File: config.mk
export PLATFORM = sky130hd
export DESIGN_NAME = cmd_packetizer
export DESIGN_NICKNAME = d
export VERILOG_FILES = /design/src/rtl/cmd_packetizer.sv
export SDC_FILE = /design/constraint.sdc
export NUM_CORES = 1
export LEC_CHECK = 0
export CAP_MARGIN = 30
export CORE_ASPECT_RATIO = 1.25
export CORE_MARGIN = 2
export CORE_UTILIZATION = 30
export CTS_CLUSTER_DIAMETER = 30
export DETAILED_ROUTE_END_ITERATION = 6
export MAX_ROUTING_LAYER = met4
export REMOVE_ABC_BUFFERS = 1
export SETUP_SLACK_MARGIN = 0.3
export SLEW_MARGIN = 15
export SYNTH_ARGS = -nofsm -noshare
export SYNTH_HDL_FRONTEND = slang
export SYNTH_SLANG_ARGS = --single-unit
File: constraint.sdc
create_clock -name clk -period 11.8 [get_ports clk]
set_input_delay 2.36 -clock clk [delete_from_list [all_inputs] [get_ports clk]]
set_output_delay 2.36 -clock clk [all_outputs]
set_load 0.1 [all_outputs]
File: src/rtl/cmd_packetizer.sv
// Host-side command packetizer: queues parallel commands in a small FIFO and
// serialises each one into a fixed UART byte frame, optionally closed by an XOR checksum.
module cmd_packetizer #(
  parameter int DEPTH  = 4,
  parameter int CHK_EN = 1
) (
  input  logic        clk,
  input  logic        n_rst,
  input  logic        cmd_valid,
  output logic        cmd_ready,
  input  logic [3:0]  dtype,
  input  logic [4:0]  op,
  input  logic [15:0] src1,
  input  logic [15:0] src2,
  output logic [7:0]  tx_data,
  output logic        tx_valid,
  input  logic        tx_done,
  output logic        busy,
  output logic        frame_done
);
  localparam int AW = $clog2(DEPTH);
  localparam int CW = AW + 1;
  localparam logic [CW-1:0] FULL_CNT = CW'(DEPTH);
  localparam logic [2:0] LAST_IDX = (CHK_EN != 0) ? 3'd6 : 3'd5;

  typedef enum logic [1:0] {IDLE = 2'd0, LOAD = 2'd1, SEND = 2'd2, WAIT = 2'd3} state_e;

  // Entry layout is {dtype[40:37], op[36:32], src1[31:16], src2[15:0]}.
  function automatic logic [7:0] checksum(input logic [40:0] e);
    return {3'b000, e[36:32]} ^ {4'b0000, e[40:37]} ^ e[31:24] ^ e[23:16] ^ e[15:8] ^ e[7:0];
  endfunction

  function automatic logic [7:0] frame_byte(input logic [40:0] e, input logic [2:0] k);
    logic [7:0] b;
    case (k)
      3'd0:    b = {3'b000, e[36:32]};
      3'd1:    b = {4'b0000, e[40:37]};
      3'd2:    b = e[31:24];
      3'd3:    b = e[23:16];
      3'd4:    b = e[15:8];
      3'd5:    b = e[7:0];
      3'd6:    b = checksum(e);
      default: b = 8'h00;
    endcase
    return b;
  endfunction

  logic [40:0]   mem_q [DEPTH];
  logic [AW-1:0] wr_ptr_q, wr_ptr_d, rd_ptr_q, rd_ptr_d;
  logic [CW-1:0] count_q, count_d;
  state_e        state_q, state_d;
  logic [2:0]    idx_q, idx_d;
  logic [40:0]   frame_q, frame_d;
  logic [7:0]    tx_data_q, tx_data_d;
  logic          tx_valid_q, tx_valid_d;
  logic          frame_done_q, frame_done_d;
  logic          push_s, pop_s, empty_s, full_s;
  logic [40:0]   head_s;

  assign empty_s    = (count_q == {CW{1'b0}});
  assign full_s     = (count_q == FULL_CNT);
  assign cmd_ready  = ~full_s;
  assign push_s     = cmd_valid & ~full_s;
  assign head_s     = mem_q[rd_ptr_q];
  assign busy       = (state_q != IDLE) | ~empty_s;
  assign tx_data    = tx_data_q;
  assign tx_valid   = tx_valid_q;
  assign frame_done = frame_done_q;

  // FIFO pointer and occupancy next-state
  always_comb begin
    wr_ptr_d = wr_ptr_q;
    rd_ptr_d = rd_ptr_q;
    count_d  = count_q;
    if (push_s) begin
      wr_ptr_d = wr_ptr_q + AW'(1'b1);
    end else begin
      wr_ptr_d = wr_ptr_q;
    end
    if (pop_s) begin
      rd_ptr_d = rd_ptr_q + AW'(1'b1);
    end else begin
      rd_ptr_d = rd_ptr_q;
    end
    if (push_s && !pop_s) begin
      count_d = count_q + CW'(1'b1);
    end else if (!push_s && pop_s) begin
      count_d = count_q - CW'(1'b1);
    end else begin
      count_d = count_q;
    end
  end

  // FIFO storage and pointers; reset discards every queued command
  always_ff @(posedge clk) begin
    if (!n_rst) begin
      wr_ptr_q <= {AW{1'b0}};
      rd_ptr_q <= {AW{1'b0}};
      count_q  <= {CW{1'b0}};
      for (int i = 0; i < DEPTH; i++) begin
        mem_q[i] <= 41'd0;
      end
    end else begin
      wr_ptr_q <= wr_ptr_d;
      rd_ptr_q <= rd_ptr_d;
      count_q  <= count_d;
      if (push_s) begin
        mem_q[wr_ptr_q] <= {dtype, op, src1, src2};
      end
    end
  end

  // Frame sequencer: next state and registered-output next values
  always_comb begin
    state_d      = state_q;
    idx_d        = idx_q;
    frame_d      = frame_q;
    tx_data_d    = tx_data_q;
    tx_valid_d   = 1'b0;
    frame_done_d = 1'b0;
    pop_s        = 1'b0;
    case (state_q)
      IDLE: begin
        if (!empty_s) begin
          state_d = LOAD;
        end else begin
          state_d = IDLE;
        end
      end
      LOAD: begin
        frame_d    = head_s;
        pop_s      = 1'b1;
        idx_d      = 3'd0;
        tx_valid_d = 1'b1;
        tx_data_d  = frame_byte(head_s, 3'd0);
        state_d    = SEND;
      end
      SEND: begin
        state_d = WAIT;
      end
      WAIT: begin
        if (tx_done && (idx_q == LAST_IDX)) begin
          frame_done_d = 1'b1;
          state_d      = IDLE;
        end else if (tx_done) begin
          idx_d      = idx_q + 3'd1;
          tx_valid_d = 1'b1;
          tx_data_d  = frame_byte(frame_q, idx_q + 3'd1);
          state_d    = SEND;
        end else begin
          state_d = WAIT;
        end
      end
      default: begin
        state_d = IDLE;
      end
    endcase
  end

  // Sequencer state and registered outputs; tx_valid is high exactly in SEND
  always_ff @(posedge clk) begin
    if (!n_rst) begin
      state_q      <= IDLE;
      idx_q        <= 3'd0;
      frame_q      <= 41'd0;
      tx_data_q    <= 8'h00;
      tx_valid_q   <= 1'b0;
      frame_done_q <= 1'b0;
    end else begin
      state_q      <= state_d;
      idx_q        <= idx_d;
      frame_q      <= frame_d;
      tx_data_q    <= tx_data_d;
      tx_valid_q   <= tx_valid_d;
      frame_done_q <= frame_done_d;
    end
  end
endmodule

==> results of run 1 <==
-- power breakdown --
group | switching [W] | internal [W]
Combinational | 0.000372 | 0.000286
Sequential | 0.0000910 | 0.000999
Clock | 0.000387 | 0.000702
-- cell type report --
type                            count  area (um2)  area share, %
Timing Repair Buffer               69         671           5.32
Clock inverter                     23         263           2.08
Antenna cell                        2        5.00         0.0397
Sequential cell                   229        6230           49.4
Multi-Input combinational cell    492        3880           30.8
Tap cell                          423         529           4.20
Inverter                            8        30.0          0.238
Clock buffer                       43        1000           7.93
-- placed cells by master, fill, tap and decap left out, types with 4 or more instances in the layout --
cell type / n
ha_1: 7
a221o_1: 7
clkdlybuf4s50_1: 56
inv_6: 9
inv_1: 6
nand2_1: 88
xnor3_1: 5
a21oi_1: 47
xor2_1: 16
mux4_2: 41
o21ai_0: 7
a221oi_1: 4
and2_4: 34
nand3_1: 11
edfxtp_1: 164
nor2_1: 17
dfxtp_1: 63
a22oi_1: 14
xnor2_1: 14
buf_4: 12
bufinv_16: 4
and2_1: 136
a211oi_1: 11
clkbuf_16: 38
-- cell families after synthesis --
| family | after synthesis | share of synthesized area, % |
|---|---|---|
| adder cells (fa/ha/maj) | 8 | 1.04 |
| AO/OA/AOI/OAI | 102 | 6.26 |
| AND/OR/NAND/NOR | 302 | 16.6 |
| multiplexers | 44 | 9.26 |
| flip-flops | 229 | 60.4 |
| buffers and inverters | 57 | 2.67 |
| XOR/XNOR | 36 | 3.80 |
-- how the worst max path moves through the flow --
stage / slack [ps] / end / from / cells past startpoint
3_5_place_dp: 6550 / mem_q[1][40] / n_rst / 4
4_1_cts: 7070 / cmd_ready / count_q[2] / 2
6_report: 7090 / cmd_ready / count_q[2] / 2
3_3_place_gp: 6600 / mem_q[1][40] / n_rst / 4
5_1_grt: 6980 / mem_q[1][31] / n_rst / 4
2_1_floorplan: 5720 / mem_q[0][0] / cmd_valid / 2
-- tightest hold or removal path, cell delays in order (launching register included) --
cell and delay (ps):
dfxtp_1 320, nand2_1 60, a21oi_1 50
-- registers in the layout (all words and copies together), names as in the netlist, named ones only --
name,count
mem_q,164
wr_ptr_q,2
count_q,3
rd_ptr_q,2
idx_q,3
tx_valid,1
frame_done,1
state_q,2
frame_q,41
tx_data,8
-- routing by layer --
layer,global-route usage [%],vias up
met1,17.3,3060
met2,23.1,137
met3,2.51,43
met4,4.86,0
li1,-,2927
met5,-,-
-- metrics by stage --
step,cell area [um2],utilization (%),hold slack (ps)
5_1_grt,12600,37.4,506
3_3_place_gp,11300,33.6,472
4_1_cts,12600,37.3,485
6_report,12600,37.4,483
2_1_floorplan,10100,-,450
3_5_place_dp,11300,33.6,477
==> impl_metrics.toml, run 1 <==
[logic_synthesis]
ys_ff_latch = 229
synth_area_per_cell_um2 = 13.3
synth_top_area_share_pct = 47.7
synth-async-reset-ratio_pct = 0
ys_seq_area_share_pct = 60.4
synth.top_cells.by_count = "edfxtp_1, and2_1, nand2_1"
synth_area_mm2 = 0.0103
synth_edf_count = 164
yosys.cell_count.top_type = "edfxtp_1"
ys_top_cells_by_area = "edfxtp_1, dfxtp_1, mux4_2"
synth_cell_types = 47
synth_warnings = 0
yosys.area.top_type = "edfxtp_1"
syn_inst = 778
synth_ff_type = "edfxtp_1"

[timing]
fin_crit_sh_pct = 39.9
drv_slew = 0
grt_setup_unrepaired = "no"
slew_headroom_pct = 34.7
skew_ps = 23.2
hold_viol_final = 0
worst_slack_ps = 7090
setup_tns_ps = 0
setup_viol = 0
min_period_ps = 4710
max_freq_mhz = 212
tightest_slew_ps = 976

[critical_path]
ff2ff_path_depth = 5
slowest_delay_ps = 1010
critical_path_class = "register to primary output"
required_ps = 9440
critical_path.top_delay_family = "buffers and inverters"
r2r_slack_ps = 9190
cp-end-kind = "primary output"
crit_arrival_ps = 2350
crit_path_top_delay_cell = "clkdlybuf4s50_1"
r2r_end = "tx_data[3]"
path_max_fanout = 5
critPathBufInv = 1
crit_path_start_kind = "register"
crit_chain = "or3b_1, clkdlybuf4s50_1"

[global_route]
grtUsageTotal_pct = 14.0
antenna_found_initial = 2
grt_start_max_net_pins = 56
grt_pass1_wl_um = 37300
grt_pass1_vias = 6556
grt-ovfl-total = 0

[place]
dp_hpwl_um = 13200
placedCellCount = 1220
dp_slack_ps = 6550
globalplace.congestion = 0.743
numPortBuffers = 56

[detailed_routing]
drtIter0Drc = 319
wl_um = 23500
wl_met3_um = 1050
met1_length_um = 10200
drt-wirelength-per-cell_um = 18.2
vias = 6167
firstDrtPassIters = 4
via_per_inst = 4.78
ant_nets = 0
highest_layer = "met4"
wl_met2_um = 11700
drcViolationCount = 0

[clock_tree]
cts.sinks = 229
clkTransAtPathRegs_ps = 50
clock_path_buffers = 3
cts_hold_buf = 0
cts_tree = "yes"
worstSkewPairLatency_ps = 510
h-tree-depth = 2
cts_resized = 0
root_buffer = "clkbuf_16"
post-cts-setup-buffers = 0
cts_buffers = 36

[power]
power_w = 0.00284
powerDensity_mw_per_mm2 = 225
p_leak_nw = 4.56
vdd_ir_drop_max_v = 0.0000937

[hold_path]
hp-start = "frame_q[14]"
worstHoldEndpoint = "frame_q[14]"
hold_path_class = "register to register"
holdPathStages = 2

[floorplan]
io_pins = 57
core_region_area_mm2 = 0.0337
rows = 75
die_y_um = 211
initial_core_util_pct = 30.6
dieArea_mm2 = 0.0359
die_x_um = 170

[cells_and_area]
fillers = 3183
final_cells = 1289
finalNetCount = 889
area_growth_pct = 22.2
drive_gt1_share_pct = 19.3

[job]
cap_violations = 0

[status]
status = "complete, no violations"
Power figures use the tool's default switching activity.
==> run 2: changes to the inputs <==
==> constraint.sdc (replaced) <==
create_clock -name clk -period 4.8 [get_ports clk]
set_input_delay 0.96 -clock clk [delete_from_list [all_inputs] [get_ports clk]]
set_output_delay 0.96 -clock clk [all_outputs]
set_load 0.1 [all_outputs]
==> impl_metrics.toml, run 2 (synthesis gave the netlist of run 1 again) <==
[status]
status = "complete, no violations"

[global_route]
gr-max-usage-layer = "met2"
grt_start_max_net_pins = 56
grt-ovfl-total = 0
grt_pass1_vias = 6490
met3_usage_pct = 2.64
grt_pass1_wl_um = 36900
grtUsageTotal_pct = 13.9
met1_usage_pct = 16.8
antenna_found_initial = 1
gr-usage-met2_pct = 23.3

[place]
place_area_mm2 = 0.0114
globalplace.congestion = 0.774
numPortBuffers = 56
dp_hpwl_um = 13800

[cells_and_area]
finalNetCount = 898
area_growth_pct = 23.5
largest_reg_flops = 164
drive_gt1_share_pct = 20.5
final_cell_area_mm2 = 0.0127
regMostFlops = "mem_q"
mostFrequentLayoutCells = "edfxtp_1, and2_1, nand2_1, dfxtp_1, clkdlybuf4s50_1"
final_common_cell = "edfxtp_1"

[critical_path]
crit_path_top_delay_cell = "clkdlybuf4s50_1"
critical_path_class = "register to primary output"
crit_cells = 2
path_max_fanout = 5
critPathBufInv = 1
crit_path_start_kind = "register"
crit_arrival_ps = 2370
cp-end-kind = "primary output"
required_ps = 3840
r2r_end = "tx_data[4]"
cp-endpoint = "cmd_ready"
setup.worst_path.start = "count_q[0]"
crit_chain = "or3b_1, clkdlybuf4s50_1"
critical_path.top_delay_family = "buffers and inverters"
ff2ff_path_depth = 5
r2r_slack_ps = 2360
slowest_delay_ps = 1160

[floorplan]
initial_core_util_pct = 30.6
dieArea_mm2 = 0.0359
io_pins = 57
core_region_area_mm2 = 0.0337
die_y_um = 211
rows = 75
die_x_um = 170

[timing]
setup_viol = 0
max_freq_mhz = 301
tightest_slew_ps = 975
setup_tns_ps = 0
hold_ws_ps = 482
fin_crit_sh_pct = 69.3
hold_viol_final = 0
slew_headroom_pct = 34.8
skew_ps = 17.3
drv_slew = 0
grt_setup_unrepaired = "no"
min_period_ps = 3330

[clock_tree]
cts_hold_buf = 0
cts_resized = 0
h-tree-depth = 2
cts.sinks = 229
worstSkewPairLatency_ps = 510
clock_path_buffers = 3
post-cts-setup-buffers = 0
clkTransAtPathRegs_ps = 50
cts_buffers = 40
root_buffer = "clkbuf_16"
cts_tree = "yes"

[detailed_routing]
wl_um = 23500
drtIter0Drc = 380
drcViolationCount = 0
vias = 6169
ant_nets = 0
firstDrtPassIters = 4
drt-wirelength-per-cell_um = 18.1
via_per_inst = 4.75

[hold_path]
hold_path_class = "register to register"
hp-start = "frame_q[19]"

[power]
vdd_ir_drop_max_v = 0.000207
powerDensity_mw_per_mm2 = 556
p_leak_nw = 4.64

[job]
cap_violations = 0
run 2: final cells by class:
cell class                 count  area (um2)
antenna                        1        2.50
clock buffer                  48        1110
clock inverter                24         216
fill                        3145       20900
inverter                       8        30.0
multi-input combinational    492        3880
sequential                   229        6230
tap                          423         529
timing repair buffer          74         741
run 2: report_power, final:
group          leakage (nW)  switching [W]  internal (W)
Clock                 0.653       0.000985       0.00178
Combinational          1.74       0.000899      0.000721
Sequential             2.25       0.000238       0.00246
Total                  4.64        0.00212       0.00496
run 2: tightest hold or removal path, stage by stage (launching register included):
cell and delay, ps:
dfxtp_1 320, nand2_1 60, a21oi_1 50
run 2: layer usage:
metal  routed length (um)  vias up
li1                     -     2944
met1                10100     3054
met2                11800      139
met3                 1070       32
met4                  533        0
met5                    0        -
run 2: stage by stage:
step / util [%] / instances / total power [W] / worst slack [ps]
after global routing: 37.8 / 1299 / 0.00740 / 1340
after floorplan: - / 729 / 0.00386 / -268
after global placement: 33.7 / 1223 / 0.00434 / 1380
after CTS: 37.7 / 1297 / 0.00717 / 1420
after detailed placement: 33.8 / 1225 / 0.00438 / 1550
final: 37.8 / 1299 / 0.00708 / 1470
run 2: worst min-delay path by stage:
stage	to	slack [ps]	cells after the start
floorplan	frame_q[28]	450	2
global placement	frame_q[28]	470	2
detailed placement	frame_q[28]	480	2
CTS	frame_q[28]	480	2
global route	frame_q[37]	500	2
finish	frame_q[19]	480	2
